<file path="src/rtl/conv_mon_pkg.sv">
// Shared types and helpers for the convergence monitor: FSM states, mode
// encoding and a width-safe absolute-difference function.
package conv_mon_pkg;

  typedef enum logic [1:0] {
    IDLE,
    RUN,
    DONE
  } state_t;

  localparam logic MODE_ANY = 1'b0;
  localparam logic MODE_ALL = 1'b1;

  // Widest channel value the helper supports; channels sign-extend into it.
  localparam int ABS_W = 32;

  // One extra bit of headroom keeps |a - b| exact even at opposite extremes.
  function automatic logic [ABS_W:0] abs_diff(input logic signed [ABS_W-1:0] a,
                                              input logic signed [ABS_W-1:0] b);
    logic signed [ABS_W:0] d;
    d = (ABS_W+1)'(a) - (ABS_W+1)'(b);
    return d[ABS_W] ? $unsigned(-d) : $unsigned(d);
  endfunction

endpackage

</file>
<file path="src/rtl/conv_chan.sv">
// One monitored channel: in-margin test, consecutive-hold counter and a
// sticky converged flag. Supports W up to conv_mon_pkg::ABS_W.
module conv_chan
  import conv_mon_pkg::*;
#(
  parameter int W      = 16,
  parameter int HOLD_W = 16
) (
  input  logic              clk,
  input  logic              rst_n,
  input  logic              clr,
  input  logic              en,
  input  logic [W-1:0]      actual,
  input  logic [W-1:0]      target,
  input  logic [W-1:0]      margin,
  input  logic [HOLD_W-1:0] hold_cycles,
  output logic              conv
);

  logic [ABS_W:0]    diff;
  logic              in_margin;
  logic [HOLD_W-1:0] hold_cnt;

  assign diff      = abs_diff(ABS_W'($signed(actual)), ABS_W'($signed(target)));
  // Strict compare, so a zero margin can never be met.
  assign in_margin = diff < (ABS_W+1)'(margin);

  // NOTE: sequential state uses non-blocking assignments so every register
  // samples the pre-edge values, independent of statement order.
  always_ff @(posedge clk or negedge rst_n) begin
    if (!rst_n) begin
      hold_cnt <= '0;
      conv     <= 1'b0;
    end else if (clr) begin
      hold_cnt <= '0;
      conv     <= 1'b0;
    end else if (en) begin
      if (in_margin) begin
        if (hold_cnt == hold_cycles) conv <= 1'b1;
        if (hold_cnt != '1) hold_cnt <= hold_cnt + HOLD_W'(1);
      end else begin
        hold_cnt <= '0;
      end
    end
  end

endmodule

</file>
<file path="src/rtl/conv_monitor.sv">
// N-channel convergence monitor: latches a check configuration on start, then
// reports pass (all/any enabled channels converged) or timeout.
module conv_monitor
  import conv_mon_pkg::*;
#(
  parameter int NCH    = 3,
  parameter int W      = 16,
  parameter int TMR_W  = 27,
  parameter int HOLD_W = 16
) (
  input  logic               clk,
  input  logic               rst_n,
  input  logic               start,
  input  logic               abort,
  input  logic [NCH-1:0]     ch_en,
  input  logic               mode_all,
  input  logic [W-1:0]       margin,
  input  logic [TMR_W-1:0]   timeout_cycles,
  input  logic [HOLD_W-1:0]  hold_cycles,
  input  logic [NCH*W-1:0]   actual,
  input  logic [NCH*W-1:0]   target,
  output logic               busy,
  output logic               done,
  output logic               pass,
  output logic               timed_out,
  output logic [NCH-1:0]     conv_mask,
  output logic [TMR_W-1:0]   cycles_elapsed
);

  state_t             state;
  logic [NCH-1:0]     en_q;
  logic               mode_q;
  logic [W-1:0]       margin_q;
  logic [TMR_W-1:0]   timeout_q;
  logic [HOLD_W-1:0]  hold_q;

  logic               clr;
  logic               eval;
  logic [NCH-1:0]     conv_en;
  logic               complete;
  logic               timeout_hit;

  assign clr     = (state == IDLE) && start;
  // Channels freeze on the abort edge so conv_mask shows what was reached.
  assign eval    = (state == RUN) && !abort;
  assign conv_en = conv_mask & en_q;

  // An empty enable set completes vacuously in either mode.
  assign complete    = (en_q == '0) ||
                       ((mode_q == MODE_ALL) ? (conv_en == en_q) : (conv_en != '0));
  assign timeout_hit = (timeout_q != '0) && (cycles_elapsed == timeout_q - TMR_W'(1));

  for (genvar i = 0; i < NCH; i++) begin : g_chan
    conv_chan #(
      .W      (W),
      .HOLD_W (HOLD_W)
    ) u_chan (
      .clk         (clk),
      .rst_n       (rst_n),
      .clr         (clr),
      .en          (eval && en_q[i]),
      .actual      (actual[i*W +: W]),
      .target      (target[i*W +: W]),
      .margin      (margin_q),
      .hold_cycles (hold_q),
      .conv        (conv_mask[i])
    );
  end

  // NOTE: the latched configuration is reset too, so a check can never start
  // from X values left behind by power-up.
  always_ff @(posedge clk or negedge rst_n) begin
    if (!rst_n) begin
      state          <= IDLE;
      busy           <= 1'b0;
      done           <= 1'b0;
      pass           <= 1'b0;
      timed_out      <= 1'b0;
      cycles_elapsed <= '0;
      en_q           <= '0;
      mode_q         <= MODE_ANY;
      margin_q       <= '0;
      timeout_q      <= '0;
      hold_q         <= '0;
    end else begin
      done <= 1'b0;
      case (state)
        IDLE: begin
          if (start) begin
            en_q           <= ch_en;
            mode_q         <= mode_all;
            margin_q       <= margin;
            timeout_q      <= timeout_cycles;
            hold_q         <= hold_cycles;
            cycles_elapsed <= '0;
            pass           <= 1'b0;
            timed_out      <= 1'b0;
            busy           <= 1'b1;
            state          <= RUN;
          end
        end
        RUN: begin
          if (abort) begin
            busy      <= 1'b0;
            pass      <= 1'b0;
            timed_out <= 1'b0;
            state     <= IDLE;
          end else if (complete) begin
            busy  <= 1'b0;
            done  <= 1'b1;
            pass  <= 1'b1;
            state <= DONE;
          end else if (timeout_hit) begin
            busy      <= 1'b0;
            done      <= 1'b1;
            timed_out <= 1'b1;
            state     <= DONE;
          end else if (cycles_elapsed != '1) begin
            cycles_elapsed <= cycles_elapsed + TMR_W'(1);
          end
        end
        DONE: begin
          state <= IDLE;
        end
        default: begin
          state <= IDLE;
        end
      endcase
    end
  end

endmodule

</file>
<file path="config.mk">
export PLATFORM = sky130hd
export DESIGN_NAME = conv_monitor
export DESIGN_NICKNAME = d
export VERILOG_FILES = /design/src/rtl/conv_mon_pkg.sv /design/src/rtl/conv_chan.sv /design/src/rtl/conv_monitor.sv
export SDC_FILE = /design/constraint.sdc
export NUM_CORES = 1
export LEC_CHECK = 0
export CAP_MARGIN = 20
export CORE_MARGIN = 3
export CORE_UTILIZATION = 46
export CTS_CLUSTER_DIAMETER = 40
export CTS_CLUSTER_SIZE = 10
export DETAILED_ROUTE_END_ITERATION = 12
export PLACE_DENSITY = 0.8
export SYNTH_ARGS = -nofsm -noshare
export SYNTH_HDL_FRONTEND = slang
export SYNTH_SLANG_ARGS = --single-unit
</file>
<file path="constraint.sdc">
create_clock -name clk -period 11.4 [get_ports clk]
set_clock_uncertainty 0.15 [all_clocks]
set_input_delay 2.28 -clock clk [delete_from_list [all_inputs] [get_ports clk]]
set_output_delay 2.28 -clock clk [all_outputs]
set_load 0.05 [all_outputs]
</file>
==> impl_metrics.toml <==
[synthesis]
syn-num-nets = 2024
synth_top_cell_by_area = "dfrtp_1"
synth_cell_type_count = 84
synth_common_cells = "288 x nand2_1, 147 x dfrtp_1, 109 x nor2_1, 102 x inv_1, 101 x ha_1"
synth-main-ff-cell = "dfrtp_1"
synth.area.top_cells = "dfrtp_1 27%, ha_1 9.2%, nand2_1 7.8%"
yosysWarnings = 0
synth_area_per_cell_um2 = 7.855
yosysTopAreaCellShare_pct = 26.65
syn_area_mm2 = 0.01380
postSynthCellCount = 1757
async_flop_share_pct = 100.0
synth.most_common_cell = "nand2_1"
yosysSeqAreaShare_pct = 26.65
synth_edf_count = 0
yosys_register_bits = 147

[power]
power_switching_mw = 1.345
clockPowerShare_pct = 19.7
power.leakage_nw = 7.372
p_sw_share_pct = 44.60
total_power_mw = 3.016
ir_drop_mv = 0.1121
comb_power_share_pct = 50.5
seqPwrFrac_pct = 29.8
internal_power_mw = 1.671
p_per_area_mw_per_mm2 = 180.8

[status]
status = "completed"

[setup_path]
cp-start-kind = "input port"
ff2ff_path_depth = 11
cp-end-kind = "flop"
cp.arrival_ns = 8.52
required_ns = 11.53
path_max_fanout = 11
criticalPathCategory = "in -> reg"

[floorplanning]
initial_core_util_pct = 47.31
ios = 197
core_area_mm2 = 0.02917
die_x_um = 179.2
num_rows = 62
fp.dieH_um = 179.2
dieArea_mm2 = 0.03212

[clocking]
htreeDepth = 4
post_cts_buffers = 0
postCtsHoldBufs = 0
clockBufferDepth = 2
clk_latency_ns = 0.43
cts_resized = 0
root_buffer = "clkbuf_16"
path_clk_slew_ns = 0.06
cts_sinks = 147
cts_buffers = 17
cts_tree = "yes"

[placed_design]
gp_congestion = 0.9227
postPlaceCellArea_mm2 = 0.01603
dp_hpwl_um = 30480
port_buffers = 196

[sta]
fmaxAchievable_ghz = 0.1193
rsz0062_at_grt = "false"
tightest_slew_ns = 1.069
slew_violations = 0
setup_viol = 0
whs_ns = 0.4061
timing.final.crit_share_pct = 73.53
fin_crit_ns = 8.383
slew_headroom_pct = 28.76
fin_setup_tns_ns = 0
finalHoldViolations = 0

[cells_and_area]
drive_gt1_share_pct = 4.106
postLayoutCellArea_mm2 = 0.01668
final_nets = 2179
area_delta_synth_final_pct = 20.90
final_util_pct = 57.20

[grt]
grt-ovfl-total = 0
grt_pass1_wl_um = 65230
antenna_found_initial = 3
grt_pass1_vias = 13490
grt_max_degree = 114
grt_use_total_pct = 24.76

[flow_run]
max-cap-violations = 0

[routing]
drt-vias-per-instance = 6.067
postRouteAntennaNets = 0
remaining_drc_errors = 0
drt_iter0_markers = 1308
dr.pass1.iters = 6
post_drt_wl_per_cell_um = 17.47
drt_wl_total_um = 40360
vias = 14010

[hold_path]
hold_class = "reg -> reg"
min_delay_path_depth = 1
[cells in the final DEF, fill, tap and decap left out, types with 42 or more instances in the layout]
cell type / n
a21oi_1: 81
and3_1: 42
clkdlybuf4s50_1: 195
dfrtp_1: 147
ha_1: 101
inv_1: 102
nand2_1: 288
nand3_1: 58
nor2_1: 109
o21ai_0: 75
xnor2_1: 81
xor2_1: 59
[sequential cells by signal, summed over array words and instances (netlist names)]
signal,count
g_chan.u_chan.hold_cnt,48
cycles_elapsed,27
timeout_q,27
hold_q,16
margin_q,16
en_q,3
g_chan.u_chan.conv,3
state,2
busy,1
done,1
mode_q,1
pass,1
timed_out,1
[power by group through the flow]
stage | clock network (mW) | registers (mW) | logic (mW)
after floorplan | 0 | 0.823 | 1.12
after global placement | 0 | 0.891 | 1.44
after detailed placement | 0 | 0.898 | 1.49
after CTS | 0.601 | 0.892 | 1.51
after global routing | 0.625 | 0.918 | 1.70
final | 0.593 | 0.899 | 1.52
[per-stage QoR]
stage                     worst slack (ns)  std cells
after floorplan                      4.411       1757
after global placement               2.921       2273
after detailed placement             2.734       2275
after CTS                            3.121       2306
after global routing                 2.481       2310
final                                3.017       2310
[critical path, cell delays in order]
cell	delay, ns
clkdlybuf4s50_1	0.45
inv_1	0.04
ha_1	0.21
fa_1	0.39
nand2b_1	0.18
a211oi_1	0.56
o22ai_1	0.21
xor2_1	0.31
nand4b_1	0.21
or2_2	0.35
o21ai_0	0.21
xnor2_1	0.15
ha_1	0.26
a2111o_1	0.37
a21oi_1	0.17
o21a_1	0.15
a311o_1	0.34
nand2_1	0.13
a31oi_1	0.64
nand3_1	0.43
o311ai_0	0.44
[cell type report]
class,count,area [um^2]
fill,2663,12480
antenna,2,5.005
sequential,147,3679
multi-input combinational,1437,9458
clock buffer,21,460.4
inverter,102,382.9
clock inverter,10,156.4
timing repair buffer,207,2063
tap,384,480.5
[path summary, 6_finish.rpt]
path,startpoint,to,slack (ns)
hold reg to reg,g_chan[1].u_chan.hold_cnt[0],g_chan[1].u_chan.hold_cnt[0],0.41
setup / recovery,actual[32],g_chan[2].u_chan.hold_cnt[8],3.02
min in group asynchronous,rst_n,timeout_q[21],1.74
max in group asynchronous,rst_n,mode_q,7.99
setup reg to reg,timeout_q[0],cycles_elapsed[0],6.65
hold / removal,g_chan[1].u_chan.hold_cnt[0],g_chan[1].u_chan.hold_cnt[0],0.41
[kinds of logic (layout without fill, tap and decap cells)]
kind of cell | Yosys count | count (layout) | share of synthesized area (%)
AO/OA/AOI/OAI | 407 | 407 | 20.48
multiplexers | 30 | 30 | 2.248
flip-flops | 147 | 147 | 26.65
other | 0 | 2 | 0
adder cells (fa/ha/maj) | 104 | 104 | 9.592
buffers and inverters | 173 | 340 | 4.923
AND/OR/NAND/NOR | 756 | 756 | 27.22
XOR/XNOR | 140 | 140 | 8.885
[routing by layer]
layer	vias up	wire length [um]	global-route usage, %
li1	6707	-	-
met1	6629	16980	31.64
met2	570	19470	42.38
met3	106	2661	3.685
met4	2	1230	9.149
met5	-	12	0
Note: power is estimated with default switching activity, not from simulation.
